--- src/rtl/rstcon_pkg.sv ---
// Shared definitions for the rstcon reset controller: FSM encodings, cause codes
// and the parameter-legality check used at elaboration.
package rstcon_pkg;

    typedef enum logic [1:0] {
        ST_HOLD    = 2'd0,
        ST_STRETCH = 2'd1,
        ST_RELEASE = 2'd2,
        ST_RUN     = 2'd3
    } rstcon_state_e;

    localparam logic [1:0] CAUSE_POR = 2'b01;
    localparam logic [1:0] CAUSE_SW  = 2'b10;

    function automatic bit rstcon_params_ok(input int unsigned sync_stages,
                                            input int unsigned n_ch,
                                            input int unsigned stretch_cyc,
                                            input int unsigned ch_gap);
        return (sync_stages >= 2) && (n_ch >= 1) && (n_ch <= 16) &&
               (stretch_cyc >= 1) && (ch_gap >= 1);
    endfunction

endpackage

--- src/rtl/rstcon_sync_chain.sv ---
// Reset synchroniser: asserts immediately on rst_async, releases rst_sync
// after STAGES rising edges of clk.
module rstcon_sync_chain #(
    parameter int unsigned STAGES = 2
) (
    input  logic clk,
    input  logic rst_async,
    output logic rst_sync
);

    logic [STAGES-1:0] sync_q;

    always_ff @(posedge clk or posedge rst_async) begin
        if (rst_async) begin
            sync_q <= '1;
        end else begin
            sync_q <= {sync_q[STAGES-2:0], 1'b0};
        end
    end

    assign rst_sync = sync_q[STAGES-1];

endmodule

--- src/rtl/rstcon_seq.sv ---
// Multi-channel reset sequencer: stretched, index-ordered channel release plus
// CSR software reset. Define RSTCON_CAUSE_EN to add the rst_cause output.
module rstcon_seq
    import rstcon_pkg::*;
#(
    parameter int unsigned SYNC_STAGES = 2,
    parameter int unsigned N_CH        = 4,
    parameter int unsigned STRETCH_CYC = 16,
    parameter int unsigned CH_GAP      = 8
) (
    input  logic            clk,
    input  logic            rst_async,
    input  logic            sw_rst_req,
    input  logic [N_CH-1:0] sw_rst_ch,
    output logic [N_CH-1:0] rst_out,
    output logic            rst_done,
    output logic            busy
`ifdef RSTCON_CAUSE_EN
    ,
    output logic [1:0]      rst_cause
`endif
);

    localparam int unsigned CNT_MAX = (STRETCH_CYC > CH_GAP) ? STRETCH_CYC : CH_GAP;
    localparam int unsigned CNT_W   = $clog2(CNT_MAX + 1);

    if (!rstcon_params_ok(SYNC_STAGES, N_CH, STRETCH_CYC, CH_GAP)) begin : g_param_err
        $error("rstcon_seq: illegal parameter set");
    end

    rstcon_state_e    state, state_nxt;
    logic [CNT_W-1:0] cnt, cnt_nxt;
    logic [N_CH-1:0]  pend_nxt;
    logic [N_CH-1:0]  pend_rel;
    logic             rst_sync;
    logic             stretch_step;
    logic             release_one;

    rstcon_sync_chain #(
        .STAGES (SYNC_STAGES)
    ) u_sync (
        .clk       (clk),
        .rst_async (rst_async),
        .rst_sync  (rst_sync)
    );

    // rst_out doubles as the pending mask; releasing clears its lowest set bit
    assign pend_rel = rst_out & (rst_out - N_CH'(1));

    // The edge where rst_sync drops is T0, so HOLD with rst_sync low is already the first stretch step
    assign stretch_step = (state == ST_STRETCH) || ((state == ST_HOLD) && !rst_sync);

    always_comb begin
        state_nxt   = state;
        cnt_nxt     = cnt;
        pend_nxt    = rst_out;
        release_one = 1'b0;
        case (state)
            ST_HOLD, ST_STRETCH: begin
                if (stretch_step) begin
                    if (cnt == CNT_W'(STRETCH_CYC - 1)) begin
                        release_one = 1'b1;
                    end else begin
                        cnt_nxt   = cnt + CNT_W'(1);
                        state_nxt = ST_STRETCH;
                    end
                end
            end
            ST_RELEASE: begin
                if (cnt == CNT_W'(CH_GAP - 1)) begin
                    release_one = 1'b1;
                end else begin
                    cnt_nxt = cnt + CNT_W'(1);
                end
            end
            ST_RUN: begin
                if (sw_rst_req && (sw_rst_ch != '0)) begin
                    pend_nxt  = sw_rst_ch;
                    cnt_nxt   = '0;
                    state_nxt = ST_STRETCH;
                end
            end
            default: state_nxt = ST_HOLD;
        endcase
        if (release_one) begin
            pend_nxt  = pend_rel;
            cnt_nxt   = '0;
            state_nxt = (pend_rel == '0) ? ST_RUN : ST_RELEASE;
        end
    end

    always_ff @(posedge clk or posedge rst_async) begin
        if (rst_async) begin
            state    <= ST_HOLD;
            cnt      <= '0;
            rst_out  <= '1;
            rst_done <= 1'b0;
            busy     <= 1'b1;
        end else begin
            state    <= state_nxt;
            cnt      <= cnt_nxt;
            rst_out  <= pend_nxt;
            rst_done <= (state_nxt == ST_RUN);
            busy     <= (state_nxt != ST_RUN);
        end
    end

`ifdef RSTCON_CAUSE_EN
    // Cause is latched on the edge a software sequence starts
    always_ff @(posedge clk or posedge rst_async) begin
        if (rst_async) begin
            rst_cause <= CAUSE_POR;
        end else if ((state == ST_RUN) && sw_rst_req && (sw_rst_ch != '0)) begin
            rst_cause <= CAUSE_SW;
        end
    end
`endif

endmodule
--- config.mk ---
export PLATFORM = sky130hd
export DESIGN_NAME = rstcon_seq
export DESIGN_NICKNAME = d
export VERILOG_FILES = /design/src/rtl/rstcon_pkg.sv /design/src/rtl/rstcon_sync_chain.sv /design/src/rtl/rstcon_seq.sv
export SDC_FILE = /design/constraint.sdc
export NUM_CORES = 1
export LEC_CHECK = 0
export CAP_MARGIN = 0
export CORE_UTILIZATION = 50
export CTS_CLUSTER_DIAMETER = 120
export DETAILED_ROUTE_END_ITERATION = 10
export GPL_ROUTABILITY_DRIVEN = 0
export PLACE_DENSITY = 0.76
export SLEW_MARGIN = 10
export SYNTH_ARGS = -nofsm -noshare
export SYNTH_HDL_FRONTEND = slang
export SYNTH_HIERARCHICAL = 1
export SYNTH_SLANG_ARGS = --single-unit
--- constraint.sdc ---
create_clock -name clk -period 2.3 [get_ports clk]
set_input_delay 0.345 -clock clk [delete_from_list [all_inputs] [get_ports clk]]
set_output_delay 0.345 -clock clk [all_outputs]
set_load 0.05 [all_outputs]
==> After elaboration in Yosys (flattened, before gate mapping) <==
Index checks and enable logic that the tools add are counted.
{ "classes": {"addsub": 2, "eq_ne": 11, "n_mux": 19, "bitwise": 1, "reduce_logical": 12} }
{ "op_table": {"columns": ["op", "count"], "rows": [
  ["two-way mux 5 bit", 5],
  ["one-hot mux 5 bit (3 select lines)", 1],
  ["two-way mux 4 bit", 3],
  ["inequality test 3 bit (second input constant)", 4],
  ["two-way mux 2 bit", 4],
  ["equality test 2 bit (second input constant)", 3],
  ["adder 5 x 1 -> 5 bit (second input constant)", 1],
  ["equality test 5 x 3 -> 1 bit (second input constant)", 1],
  ["equality test 5 x 4 -> 1 bit (second input constant)", 1],
  ["bitwise AND 4 bit", 1],
  ["zero test 4 bit", 1],
  ["two-way mux 1 bit", 4],
  ["one-hot mux 2 bit (2 select lines)", 1],
  ["AND reduction 4 bit", 1],
  ["nonzero test 2 bit", 2],
  ["nonzero test 4 bit", 1],
  ["subtractor 4 x 1 -> 4 bit (second input constant)", 1],
  ["equality test 2 x 1 -> 1 bit (second input constant)", 1],
  ["logical AND 1 bit", 2],
  ["zero test 2 bit", 1],
  ["inequality test 2 bit (second input constant)", 1],
  ["one-hot mux 1 bit (2 select lines)", 1],
  ["AND reduction 2 bit", 1],
  ["OR reduction 2 bit", 1],
  ["other kinds (2)", 2]
]} }
{ "word_totals": {"ff_bits": 15, "input_bits": 7, "output_inout_bits": 6, "wordCells": 51} }

==> Depth between registers and ports, before layout <==
{ "logic_depth": {"depth_word": 7, "depth_mapped": 7} }

==> Cells and area by module <==
The synthesis kept the hierarchy.
{ "by_module_without_submodules": {"columns": ["mod", "instances", "cells_per_inst", "area_each_um2", "seq_area_each_um2"], "rows": [
  ["rstcon_seq", 1, 71, 728.2, 331.6],
  ["rstcon_sync_chain", 1, 4, 60.1, 52.6]
]} }

==> Least setup slack after synthesis <==
OpenSTA, ideal clock, no wires.
{ "synth_path": {"path_kind": "flip-flop to flip-flop", "start": "register cnt[0]", "end": "register cnt[2]", "setup_time_ns": 0.083, "t_arrival_ns": 1.859, "required_ns": 2.217, "slack_ns": 0.359, "stages_incl_launch_ff": 7, "synth_period_minus_slack_ns": 1.941, "path_cell_list": "dfrtp_1 -> ha_1 -> and3_1 -> ha_1 -> mux2_2 -> or3b_2 -> o21ai_0"} }
{ "synth_between": {"elab_chain_len": 6, "word_cells_on_any_way": 17, "cone_classes": "1 x add/sub; 6 x eq/ne; 9 x mux; 1 x reduce/logical"} }
{ "synth_lines": {"columns": ["item", "line", "text"], "rows": [
  ["start, declared", "rstcon_seq.sv:32", "logic [CNT_W-1:0] cnt, cnt_nxt;"],
  ["start signal, assigned", "rstcon_seq.sv:101", "cnt <= cnt_nxt;"],
  ["branches (longest 6 deep; another with adder 5 x 1 -> 5 bit)", null, null]
]} }
Parallel ways; which one is timed is not known. The select of a mux whose other input is x is not followed.
A chain may end at the register's enable or synchronous reset.

==> Worst setup path in the final report <==
{ "layout_path": {"start": "register cnt[0]", "end": "register cnt[1]"} }
Same word-level chain as after synthesis.

==> impl_metrics.env <==
export IMPL_relSlewSlack_pct=66.6
export IMPL_sequentialPowerShare_pct=42.8
export IMPL_status="finished clean"
export IMPL_syn_nets=84
export IMPL_worstSetupStartpointType="flip-flop"
export IMPL_yosys_top_cells_count="dfrtp_1 (8), dfstp_2 (7), o21ai_0 (7), nor2_1 (6), nand2_1 (5)"
export IMPL_rsz0062_at_grt="false"
export IMPL_grt_max_degree=14
export IMPL_num_rows=13
export IMPL_netlist_area_leader_share_pct=25.4
export IMPL_holdBufCountCts=0
export IMPL_ys_top_cells_by_area="dfrtp_1 (25%), dfstp_2 (23%), o21ai_0 (4.4%), mux2i_1 (3.8%), ha_1 (3.2%)"
export IMPL_hp_class="reg2reg"
export IMPL_dominantRegCellSynth="dfrtp_1"
export IMPL_clkSinkCount=15
export IMPL_ys_seq_elements=15
export IMPL_cts_tree="built"
export IMPL_fin_crit_sh_pct=92.0
export IMPL_die_area_um2=1740
export IMPL_required_ns=2.50
export IMPL_first_iter_violations=7
export IMPL_synthArstFlopShare_pct=100
export IMPL_synth_top_cell_by_area="dfrtp_1"
export IMPL_die_w_um=41.7
export IMPL_grt_pass1_wl_mm=2.37
export IMPL_stdcell_area_um2=937
export IMPL_fin_nets=99
export IMPL_dpl_hpwl_mm=1.04
export IMPL_first_pass_iters=4
export IMPL_crit_chain="ha_1, and3_1, ha_1, mux2_2, or3b_2, o21ai_0"
export IMPL_crit_top_cell="ha_1"
export IMPL_clk_latency_ns=0.28
export IMPL_fill_cells=110
export IMPL_timing_worst_setup_path_type="reg2reg"
export IMPL_areaGrowthSynthToFinish_pct=18.9
export IMPL_cts_resized_gates=0
export IMPL_num_vias=590
export IMPL_power_density_nw_per_um2=1220
export IMPL_setup_tns_ns=0
export IMPL_p_sw_uw=479
export IMPL_cts_inserted_buffers=3
export IMPL_final_hold_viol_count=0
export IMPL_drive_gt1_share_pct=20.2
export IMPL_ys_seq_area_share_pct=48.7
export IMPL_finalSetupViolations=0
export IMPL_htree_levels=1
export IMPL_p_int_uw=660
export IMPL_power_frac_comb_pct=44.4
export IMPL_max_freq_ghz=0.473
export IMPL_ant_nets=0
export IMPL_syn_avg_cell_area_um2=10.5
export IMPL_wl_per_cell_um=13.2
export IMPL_root_buffer="clkbuf_4"
export IMPL_io_buffers=12
export IMPL_drcViolationCount=0
export IMPL_die_h_um=41.7
export IMPL_ys_types=33
export IMPL_clk_pin_slew_worst_paths_ns=0.08
export IMPL_antenna_cells=0
export IMPL_arrival_ns=2.31
export IMPL_synth_edf_count=0
export IMPL_drt_wl_total_mm=1.37
export IMPL_critPathMaxStageDelay_ns=0.51
export IMPL_critPathSlowestCell="or3b_2"
export IMPL_routed_via_density=5.67
export IMPL_total_leakage_power_uw=0.000387
export IMPL_mappedNetlistArea_um2=788
export IMPL_maxCapViolations=0
export IMPL_antenna_found_initial=0
export IMPL_start_util_pct=57.0
export IMPL_power_frac_clock_pct=12.9
export IMPL_synthCells=75
export IMPL_clock_skew_ns=0.00231
export IMPL_end_kind="flip-flop"
export IMPL_core_um2=1380
export IMPL_post_cts_setup_buffer_count=0
export IMPL_final_max_slew_viol_count=0
export IMPL_place_area_um2=911
export IMPL_gr_total_overflow=0
export IMPL_gr_usage_all_layers_pct=18.2
export IMPL_swShare_pct=42.1
export IMPL_grt_pass1_vias=541
export IMPL_num_io_pins=13
export IMPL_cts_path_max_buffers=2
export IMPL_crit_fanout=5
export IMPL_tightest_slew_ns=0.500
export IMPL_yosysMostFrequentCell="dfrtp_1"
export IMPL_yosysWarnings=6
export IMPL_min_period_ns=2.12
export IMPL_ir_drop_uv=625
## cell usage in the layout (no fill, tap or decap), types with 3 or more instances in the layout
master	synthesis	routed
clkdlybuf4s50_1	0	12
mux2i_1	3	3
nand3_1	4	4
dfrtp_1	8	8
clkbuf_4	0	3
nor2_1	6	6
o21ai_0	7	7
nand2_1	5	5
dfstp_2	7	7
inv_1	4	4
## stage by stage
stage	hold WS, ns	utilization (%)	power, µW	worst slack [ns]	cells
5_1_grt	0.368	67.8	1210	0.0740	104
6_report	0.362	67.8	1140	0.185	104
3_3_place_gp	0.349	65.9	990	0.225	100
3_5_place_dp	0.351	65.9	997	0.211	100
2_1_floorplan	0.218	-	852	0.359	75
4_1_cts	0.364	67.8	1150	0.186	104
## per-layer routing
layer	routed length, µm	vias up	part of all wire, %	GRT usage (%)
met5	0	-	0	0
li1	-	299	-	-
met1	700	276	51	26.3
met2	593	10	43	25.3
met4	32	0	2.3	7.74
met3	46	5	3.4	5.22
## logic make-up after synthesis
kind of cell | after synthesis | share of synthesized area (%)
AND/OR/NAND/NOR | 31 | 23.3
AO/OA/AOI/OAI | 15 | 13.8
flip-flops | 15 | 48.7
buffers and inverters | 6 | 3.97
multiplexers | 4 | 5.24
adder cells (fa/ha/maj) | 3 | 4.44
other | 1 | 0.476
## power by group through the flow
stage               combinational [µW]  clock (µW)  sequential [µW]
finish                             506         147              487
global route                       549         162              503
CTS                                509         152              485
detailed placement                 508           0              490
global placement                   503           0              487
floorplan                          240           0              612
## state kept, by name, indices dropped and copies added (netlist names)
register / count
u_sync/sync_q: 2
cnt: 5
busy: 1
rst_out: 4
rst_done: 1
state: 2
## worst max-delay path: cells and delay by family, from the launching register on
kind | cells | cell delay [ns]
simple gates | 2 | 0.69
fa+ha+maj | 2 | 0.47
mux | 1 | 0.28
flops | 1 | 0.41
compound gates | 1 | 0.18
## worst paths after layout
check                           slack, ns             start          endpoint  depth (start not counted)
worst max-delay path                 0.18            cnt[0]            cnt[1]                          6
worst min-delay path                 0.36  u_sync/sync_q[0]  u_sync/sync_q[1]                          0
worst max register to register       0.18            cnt[0]            cnt[1]                          6
worst min register to register       0.36  u_sync/sync_q[0]  u_sync/sync_q[1]                          0
max in group asynchronous            1.54         rst_async        rst_out[2]                          2
min in group asynchronous            0.40         rst_async  u_sync/sync_q[0]                          2
## cell type report
cell class | count | area [µm²] | share of cell area (%)
tap | 15 | 18.8 | 2.00
multi-input combinational | 54 | 373 | 39.8
inverter | 4 | 15.0 | 1.60
timing repair buffer | 12 | 120 | 12.8
clock buffer | 4 | 26.3 | 2.80
sequential | 15 | 384 | 41.0
(Power assumes the default switching activity.)
